File: src/rtl/ad_pkg.sv
// Shared definitions for the multi-channel ADC alignment block:
// link FSM state encoding, default timing constants and the delay clamp helper.
package ad_pkg;

  typedef enum logic [1:0] {
    ST_IDLE   = 2'd0,
    ST_SYNC   = 2'd1,
    ST_SETTLE = 2'd2,
    ST_RUN    = 2'd3
  } ad_state_t;

  localparam int LINK_LEN_DEF   = 16;
  localparam int SYNC_LEN_DEF   = 32;
  localparam int SETTLE_LEN_DEF = 64;
  localparam int LOSS_LEN_DEF   = 8;

  // Out-of-range delay requests saturate at the deepest available tap.
  function automatic int unsigned clamp_dly(input int unsigned d, input int unsigned max_dly);
    return (d >= max_dly) ? (max_dly - 1) : d;
  endfunction

endpackage

File: src/rtl/ad_dly_line.sv
// Single-channel sample delay line: shift register with tap mux and
// synchronous clear. Tap 0 passes the current input straight through.
module ad_dly_line #(
  parameter int DW      = 16,
  parameter int MAX_DLY = 8,
  parameter int TAP_W   = $clog2(MAX_DLY)
) (
  input  logic             clk,
  input  logic             rst,
  input  logic             clr,
  input  logic             shift_en,
  input  logic [DW-1:0]    din,
  input  logic [TAP_W-1:0] tap,
  output logic [DW-1:0]    dout
);

  // Only MAX_DLY-1 stored samples are needed; the live input is tap 0.
  logic [DW-1:0] sr [MAX_DLY-1];

  // Shift in a new sample on each enabled cycle; clear wipes stale history.
  always_ff @(posedge clk or posedge rst) begin
    if (rst) begin
      for (int i = 0; i < MAX_DLY-1; i++) sr[i] <= '0;
    end else if (clr) begin
      for (int i = 0; i < MAX_DLY-1; i++) sr[i] <= '0;
    end else if (shift_en) begin
      sr[0] <= din;
      for (int i = 1; i < MAX_DLY-1; i++) sr[i] <= sr[i-1];
    end
  end

  // Select the sample that arrived 'tap' valid samples ago.
  always_comb begin
    dout = din;
    for (int i = 0; i < MAX_DLY-1; i++) begin
      if (tap == TAP_W'(i+1)) dout = sr[i];
    end
  end

endmodule

File: src/rtl/ad_multi_align.sv
// Multi-channel ADC data alignment: link-state FSM driving the ADC SYNC pulse,
// per-channel programmable sample delays and a jointly valid packed output.
// Optional ramp pattern checker on channel 0 enabled by macro AD_PATTERN_CHK_EN.
module ad_multi_align import ad_pkg::*; #(
  parameter int CH         = 4,
  parameter int DW         = 16,
  parameter int MAX_DLY    = 8,
  parameter int DLY_W      = $clog2(MAX_DLY),
  parameter int LINK_LEN   = LINK_LEN_DEF,
  parameter int SYNC_LEN   = SYNC_LEN_DEF,
  parameter int SETTLE_LEN = SETTLE_LEN_DEF,
  parameter int LOSS_LEN   = LOSS_LEN_DEF
) (
  input  logic                i_ad_gclk,
  input  logic                i_io_reset,
  input  logic [CH*DW-1:0]    i_din,
  input  logic                i_din_vl,
  input  logic [CH*DLY_W-1:0] i_dly,
  input  logic                i_resync,
  output logic                o_sync,
  output logic [CH*DW-1:0]    o_dout,
  output logic                o_dout_vl,
  output logic [1:0]          o_state,
  output logic [7:0]          o_sync_cnt,
  output logic [15:0]         o_err_cnt
);

  localparam int TAP_W = $clog2(MAX_DLY);

  if (SETTLE_LEN < MAX_DLY) begin : g_settle_chk
    $error("SETTLE_LEN must be at least MAX_DLY so the delay lines fill before RUN");
  end

  ad_state_t        state, state_nxt;
  logic [15:0]      cnt, loss_cnt;
  logic [7:0]       sync_cnt;
  logic             sync_r, dout_vl_r;
  logic [CH*DW-1:0] dout_r;
  logic [TAP_W-1:0] dly_lat [CH];
  logic [DW-1:0]    tap_out [CH];
  logic             active, sync_done, loss_hit, enter_sync, shift_en, out_en;

  assign active     = (state == ST_SETTLE) || (state == ST_RUN);
  assign sync_done  = (state == ST_SYNC) && (cnt == 16'(SYNC_LEN-1));
  assign loss_hit   = active && !i_din_vl && (loss_cnt == 16'(LOSS_LEN-1));
  assign enter_sync = (state != ST_SYNC) && (state_nxt == ST_SYNC);
  assign shift_en   = active && i_din_vl;
  assign out_en     = (state == ST_RUN) && (state_nxt == ST_RUN) && i_din_vl;

  // State register.
  always_ff @(posedge i_ad_gclk or posedge i_io_reset) begin
    if (i_io_reset) state <= ST_IDLE;
    else            state <= state_nxt;
  end

  // Next-state logic; link loss takes priority over a resync request.
  always_comb begin
    state_nxt = state;
    case (state)
      ST_IDLE:   if (i_din_vl && cnt == 16'(LINK_LEN-1)) state_nxt = ST_SYNC;
      ST_SYNC:   if (sync_done) state_nxt = ST_SETTLE;
      ST_SETTLE: begin
        if (loss_hit)      state_nxt = ST_IDLE;
        else if (i_resync) state_nxt = ST_SYNC;
        else if (i_din_vl && cnt == 16'(SETTLE_LEN-1)) state_nxt = ST_RUN;
      end
      ST_RUN: begin
        if (loss_hit)      state_nxt = ST_IDLE;
        else if (i_resync) state_nxt = ST_SYNC;
      end
      default: state_nxt = ST_IDLE;
    endcase
  end

  // Per-state phase counter (link run, sync pulse length, settle samples).
  always_ff @(posedge i_ad_gclk or posedge i_io_reset) begin
    if (i_io_reset)              cnt <= '0;
    else if (state_nxt != state) cnt <= '0;
    else begin
      case (state)
        ST_IDLE:   cnt <= i_din_vl ? cnt + 16'd1 : '0;
        ST_SYNC:   cnt <= cnt + 16'd1;
        ST_SETTLE: if (i_din_vl) cnt <= cnt + 16'd1;
        default:   cnt <= '0;
      endcase
    end
  end

  // Consecutive invalid-cycle counter used for link-loss detection.
  always_ff @(posedge i_ad_gclk or posedge i_io_reset) begin
    if (i_io_reset)                                       loss_cnt <= '0;
    else if (active && state_nxt == state && !i_din_vl)   loss_cnt <= loss_cnt + 16'd1;
    else                                                  loss_cnt <= '0;
  end

  // Capture the requested delays as SYNC begins so later changes are inert.
  always_ff @(posedge i_ad_gclk or posedge i_io_reset) begin
    if (i_io_reset) begin
      for (int k = 0; k < CH; k++) dly_lat[k] <= '0;
    end else if (enter_sync) begin
      for (int k = 0; k < CH; k++)
        dly_lat[k] <= TAP_W'(clamp_dly(32'(i_dly[k*DLY_W +: DLY_W]), 32'(MAX_DLY)));
    end
  end

  for (genvar k = 0; k < CH; k++) begin : g_ch
    ad_dly_line #(.DW(DW), .MAX_DLY(MAX_DLY), .TAP_W(TAP_W)) u_dly (
      .clk     (i_ad_gclk),
      .rst     (i_io_reset),
      .clr     (sync_done),
      .shift_en(shift_en),
      .din     (i_din[k*DW +: DW]),
      .tap     (dly_lat[k]),
      .dout    (tap_out[k])
    );
  end

  // Registered SYNC pulse, aligned output word, and completed-sync counter.
  always_ff @(posedge i_ad_gclk or posedge i_io_reset) begin
    if (i_io_reset) begin
      sync_r    <= 1'b0;
      dout_vl_r <= 1'b0;
      dout_r    <= '0;
      sync_cnt  <= '0;
    end else begin
      sync_r    <= (state_nxt == ST_SYNC);
      dout_vl_r <= out_en;
      if (out_en) begin
        for (int k = 0; k < CH; k++) dout_r[k*DW +: DW] <= tap_out[k];
      end
      if (state == ST_SETTLE && state_nxt == ST_RUN) sync_cnt <= sync_cnt + 8'd1;
    end
  end

  assign o_sync     = sync_r;
  assign o_dout     = dout_r;
  assign o_dout_vl  = dout_vl_r;
  assign o_state    = state;
  assign o_sync_cnt = sync_cnt;

`ifdef AD_PATTERN_CHK_EN
  logic [DW-1:0] prev_s;
  logic          chk_arm;
  logic [15:0]   err_cnt;
  logic [DW-1:0] ch0;

  assign ch0 = dout_r[DW-1:0];

  // Ramp checker on channel 0; the first output after entering RUN only seeds it.
  always_ff @(posedge i_ad_gclk or posedge i_io_reset) begin
    if (i_io_reset) begin
      prev_s  <= '0;
      chk_arm <= 1'b0;
      err_cnt <= '0;
    end else if (state != ST_RUN) begin
      chk_arm <= 1'b0;
    end else if (dout_vl_r) begin
      prev_s  <= ch0;
      chk_arm <= 1'b1;
      if (chk_arm && ch0 != prev_s + DW'(1) && err_cnt != 16'hFFFF) err_cnt <= err_cnt + 16'd1;
    end
  end

  assign o_err_cnt = err_cnt;
`else
  assign o_err_cnt = '0;
`endif

endmodule

File: config.mk
export PLATFORM = sky130hd
export DESIGN_NAME = ad_multi_align
export DESIGN_NICKNAME = d
export VERILOG_FILES = /design/src/rtl/ad_pkg.sv /design/src/rtl/ad_dly_line.sv /design/src/rtl/ad_multi_align.sv
export SDC_FILE = /design/constraint.sdc
export NUM_CORES = 2
export LEC_CHECK = 0
export CAP_MARGIN = 0
export CORE_ASPECT_RATIO = 1.4
export CORE_UTILIZATION = 45
export CTS_CLUSTER_DIAMETER = 40
export DETAILED_ROUTE_END_ITERATION = 8
export PLACE_DENSITY = 0.7
export RECOVER_POWER = 25
export SLEW_MARGIN = 20
export SYNTH_ARGS = -nofsm -noshare
export SYNTH_HDL_FRONTEND = slang
export SYNTH_HIERARCHICAL = 1
export SYNTH_SLANG_ARGS = --single-unit
File: constraint.sdc
create_clock -name i_ad_gclk -period 8.2 [get_ports i_ad_gclk]
set_input_delay 0.82 -clock i_ad_gclk [delete_from_list [all_inputs] [get_ports i_ad_gclk]]
set_output_delay 0.82 -clock i_ad_gclk [all_outputs]
set_load 0.005 [all_outputs]
# Word-level counts from Yosys, hierarchy flattened
# Cells that the tools add are included.
[totals] in_bits=80 out_inout_bits=92 wordCells=148 regBits=568
[classes] n_eq_ne=41 addsub=3 n_reduce_logical=16 muxes=49
[op_table] op="$mux 112" n=8
[op_table] op="$mux 16" n=32
[op_table] op="$eq 3x3->1 const B" n=16
[op_table] op="$pmux 16 s3" n=1
[op_table] op="$add 16x1->16 const B" n=2
[op_table] op="$eq 3x2->1 const B" n=8
[op_table] op="$eq 16x3->1 const B" n=1
[op_table] op="$eq 16x4->1 const B" n=1
[op_table] op="$eq 16x5->1 const B" n=1
[op_table] op="$eq 16x6->1 const B" n=1
[op_table] op="$mux 2" n=7
[op_table] op="$eq 3x1->1 const B" n=4
[op_table] op="$logic_and 1x1->1" n=12
[op_table] op="$add 8x1->8 const B" n=1
[op_table] op="$pmux 2 s4" n=1
[op_table] op="$eq 2x2->1 const B" n=3
[op_table] op="$eq 2x1->1 const B" n=2
[op_table] op="$ne 3x2->1 const B" n=1
[op_table] op="$eq 2x2->1" n=1
[op_table] op="$logic_not 2->1" n=1
[op_table] op="$ne 2x1->1 const B" n=1
[op_table] op="$ne 2x2->1" n=1
[op_table] op="$reduce_bool 2->1" n=1
[op_table] op="$logic_not 1->1" n=1
[op_table] op="$logic_or 1x1->1" n=1

# Longest topological paths before layout
[logic_depth] depth_word=10 ltp_mapped=12

# Modules after synthesis
# Netlist, hierarchy kept.
[by_module_without_submodules] module="ad_dly_line" seq_area_each_um2=2802.7 cells_each=585 area_each_um2=5848.1 instances=4
[by_module_without_submodules] module="ad_multi_align" seq_area_each_um2=3002.9 cells_each=458 area_each_um2=5617.9 instances=1

# Least setup slack after synthesis
# No wires, ideal clock.
[synth_path] path_type="input to register" from="input port i_din_vl" to="register dly_lat[0] in the netlist's numbering" cell_stages=8 n_path_buf=1 arrival_time_ns=2.378 setup_slack_ns=5.697 path_cell_list="nor4_1 > nand4_1 > a21oi_1 > o22ai_2 > and2_4 > nor2_1 > buf_2 > mux2_2"
[synth_between] elab_chain_len=7 word_cells_on_any_way=13
[synth_lines] element="from (decl)" line="ad_multi_align.sv:17" source="input logic i_din_vl,"
[synth_lines] element="$logic_and 1x1->1 / $logic_not 1->1 (equally long branches)" line="ad_multi_align.sv:65, ad_multi_align.sv:45"
[synth_lines] element="$mux 2 / $logic_and 1x1->1 (equally long branches)" line="ad_multi_align.sv:65, ad_multi_align.sv:45"
[synth_lines] element="$mux 2 / $logic_and 1x1->1 (equally long branches)" line="ad_multi_align.sv:64, ad_multi_align.sv:45"
[synth_lines] element="$mux 2, on equally long branches" line="ad_multi_align.sv:63, ad_multi_align.sv:68"
[synth_lines] element="$pmux 2 s4 *" line="ad_multi_align.sv:59" source="case (state)"
[synth_lines] element="named net state_nxt[1]" line="ad_multi_align.sv:34" source="ad_state_t state, state_nxt;"
[synth_lines] element="$eq 2x1->1 *" line="ad_multi_align.sv:46" source="assign enter_sync = (state != ST_SYNC) && (state_nxt == ST_SYNC);"
[synth_lines] element="$logic_and 1x1->1 *" line="ad_multi_align.sv:46"
[synth_lines] element="to (signal, indexed assignment)" line="ad_multi_align.sv:102" source="dly_lat[k] <= TAP_W'(clamp_dly(32'(i_dly[k*DLY_W +: DLY_W]), 32'(MAX_DLY)));"
[synth_lines] element="to (decl)" line="ad_multi_align.sv:39" source="logic [TAP_W-1:0] dly_lat [CH];"
# The timed path passes the listed nets; every way through them passes the cells marked *.
# A chain may end at the register's enable or synchronous reset.

# Worst setup path in the final report
[layout_path] from="register state[0], in the netlist o_state[0]" to="register g_ch[1].u_dly/sr[76] in the netlist's numbering"
[layout_between] elab_chain_len=4 word_cells_on_any_way=8
[layout_lines] element="from (decl)" line="ad_multi_align.sv:34"
[layout_lines] element="from (signal assigned)" line="ad_multi_align.sv:53" source="else state <= state_nxt;"
[layout_lines] element="$eq 2x2->1" line="ad_multi_align.sv:43" source="assign active = (state == ST_SETTLE) || (state == ST_RUN);"
[layout_lines] element="$logic_or 1x1->1 *" line="ad_multi_align.sv:43"
[layout_lines] element="$logic_and 1x1->1 *" line="ad_multi_align.sv:47" source="assign shift_en = active && i_din_vl;"
[layout_lines] element="named net shift_en" line="ad_multi_align.sv:41" source="logic active, sync_done, loss_hit, enter_sync, shift_en, out_en;"
[layout_lines] element="$reduce_bool 2->1 (no source line) *"
[layout_lines] element="to (decl)" line="ad_dly_line.sv:18" source="logic [DW-1:0] sr [MAX_DLY-1];"
# Marks and branches as above.

==> summary.txt <==
Status
  • Status: complete, but fails checks
  • Failing checks: capacitance limit, slew limit

Power and ir drop
  • Peak VDD IR: 314 µV
  • PD cells: 281 nW/µm²
  • Leakage power: 15.0 nW

Yosys
  • Cell with the most instances after synthesis: nor2_1
  • Post-synthesis register bit count: 568
  • Mean Syn Cell Area: 10.4 µm²
  • Distinct cells, synth: 48
  • Top cells by count, synth: nor2_1, dfrtp_1, mux2i_1, o21ai_0
  • Post-synthesis async set-or-reset flop share: 100%
  • Register area share after synthesis: 49.0%
  • Synth warn: 6
  • Synth area leaders: dfrtp_1, mux2i_1, nor2_1
  • Leading area contributor after synthesis: dfrtp_1
  • Top_reg_cell synth: dfrtp_1
  • Number of synthesized flops with an enable pin: 0
  • Synthesized cell area: 29000 µm²
  • Mapped Cells: 2798
  • Yosys top cell area share: 49.0%

STA
  • Final min period: 3990 ps
  • Max Fclk: 0.251 GHz
  • Final hold viol count: 0
  • Final period util: 48.7%
  • Tightest Pin Transition: 2730 ps
  • Slew Limit Headroom: -83.2%
  • Max Slew Vio Count: 140
  • # setup viols final: 0
  • TNS Setup: 0 ps
  • Worst clock skew: 30.6 ps
  • RSZ-0062 raised after global routing: false

Drt
  • DRT iter0 DRCs: 1441
  • Drt pass-1 iters: 5
  • ANT nets after route: 0
  • DRT Wirelength: 68100 µm
  • Total vias in the final route: 21000
  • Routed length per instance: 18.2 µm
  • Remaining DRCs: 0
  • Vias per inst: 5.63

CTS
  • Hold_buf cts: 0
  • Post-CTS Setup Bufs: 0
  • CTS tree: done
  • CTS HTree Levels: 3
  • Skew-Pair Late Insertion Delay: 630 ps
  • Post-cts sizing count: 0
  • TritonCTS Sinks: 568
  • CTS Buffer Depth: 3
  • Root Buffer: clkbuf_16
  • Number of buffers created by CTS: 75
  • Clk slew on worst S/H paths: 60 ps

Setup path
  • Crit Path Category: register to register
  • Worst path max stage delay: 800 ps
  • CP dominant cell by count: nor2_1
  • CP Launch Type: register
  • Setup crit start: o_state[0]
  • WP buf/inv: 3
  • CP delay by family, top: buffers and inverters
  • Crit. End Element: register
  • Data required, critical path: 8650 ps
  • FF-to-FF Start: o_state[0]
  • Crit path cell chain: inv_1 > ha_1 > nor2_1 > nor2b_4 > buf_4 > buf_12 > mux2i_1 > nor2_1
  • Crit path max fanout: 134
  • WP data arrival: 4440 ps
  • Max stage delay cell, worst path: nor2b_4

GRT
  • Global route overflow: 0
  • Met3 Use GR: 3.28%
  • Global route hottest layer: met2
  • Routing usage on met1: 27.0%
  • Largest net degree at the start of global routing: 226
  • First-pass GRT wire length: 112000 µm
  • GR Layer Usage met2: 35.3%
  • Initial antenna violation count: 4
  • Vias in the first global route: 21200
  • Global-route usage over all layers: 20.9%

Job
  • Max cap viols: 3

Placed design
  • Dpl cell area: 30900 µm²
  • I/O Buffers: 155
  • GPL Wtd Cong: 0.806
  • Dpl hpwl: 41500 µm

Die
  • Die H: 302 µm
  • Core ar.: 63400 µm²
  • Die extent in x: 217 µm
  • Initial cell density of the core: 45.7%
  • Die Area: 65500 µm²
  • # IOs: 172
  • # rows: 109

Cells and area
  • P&R area growth vs syn: 15.4%
  • Nets: 2936
  • Diode count: 0
  • Post-route cell area: 33500 µm²
  • Fill cells: 5466
  • Share of cells above drive strength 1: 10.2%

Hold path
  • Worst Hold Class: register to register
  • Hold Crit Start: o_sync_cnt[7]
[layout make-up]
type	instances	area [µm²]	share of cell area (%)
Clock inverter	46	574	1.72
Inverter	52	201	0.602
Tap cell	832	1040	3.11
Sequential cell	568	14200	42.5
Multi-Input combinational cell	1969	13600	40.6
Clock buffer	91	2040	6.09
Timing Repair Buffer	182	1810	5.41
[kinds of logic after synthesis]
family | count (synthesis) | share of synthesized area, %
AO/OA/AOI/OAI | 446 | 9.45
XOR/XNOR | 21 | 0.634
adder cells (fa/ha/maj) | 8 | 0.345
buffers and inverters | 276 | 4.49
flip-flops | 568 | 49.0
multiplexers | 657 | 24.1
other | 1 | 0.0129
AND/OR/NAND/NOR | 821 | 12.0
[layout by cell type, fill, tap and decap left out, types with 16 or more instances in the layout]
cell               n
a211oi_1          42
inv_1             47
a221oi_1          16
mux2_4            49
conb_1            16
nor2b_1           59
o21ai_0          174
o221ai_1          44
a21oi_1           92
a22oi_1           49
dlygate4sd3_1     66
nand3_1           19
dfrtp_1          559
mux2i_1          548
o22ai_1           17
clkbuf_16         77
clkdlybuf4s50_1   89
nand2_1           29
mux2_2            52
nor2_1           641
buf_4             21
[worst register-to-register path, delay by kind of cell, from the launching register on]
kind / cells / cell delay [ps]
buffers and inverters: 3 / 1300
DFF: 1 / 500
and+or+nand+nor: 3 / 1060
adders and majority gates: 1 / 340
muxes: 1 / 620
[where the power goes]
group	internal, W	switching [W]	leakage [nW]
Combinational	0.00103	0.00172	6.03
Clock	0.00209	0.00131	1.27
Sequential	0.00306	0.000188	7.71
[stage by stage]
stage	utilization (%)	std cells	setup slack (ps)	power [W]	hold slack [ps]
floorplan	-	2813	4190	0.00532	455
global placement	48.7	3603	3830	0.00595	468
detailed placement	48.7	3603	3750	0.00604	470
CTS	52.8	3740	4240	0.00949	477
global route	52.8	3740	3970	0.00993	503
finish	52.8	3740	4210	0.00939	465
[routing by layer]
layer | routed length (µm) | part of all wire (%)
met1 | 29600 | 43
met3 | 3330 | 4.9
met4 | 1870 | 2.7
met2 | 33300 | 49
met5 | 46 | 0.068
[flip-flops by register name, summed over array words and instances, names as in the netlist]
name and flops:
o_dout 64, dly_lat 12, cnt 16, g_ch.u_dly/sr 448, o_dout_vl 1, loss_cnt 16
o_sync_cnt 8, o_state 2, o_sync 1
[worst paths after layout]
kind	endpoint	slack [ps]	depth (start not counted)
max in group asynchronous	dly_lat[3]	4550	3
min	o_sync_cnt[7]	470	1
max reg2reg	g_ch[1].u_dly/sr[76]	4210	8
min reg2reg	o_sync_cnt[7]	470	1
max	g_ch[1].u_dly/sr[76]	4210	8
min in group asynchronous	g_ch[0].u_dly/sr[14]	1220	2
No activity file was read; power rests on OpenSTA's default activity.
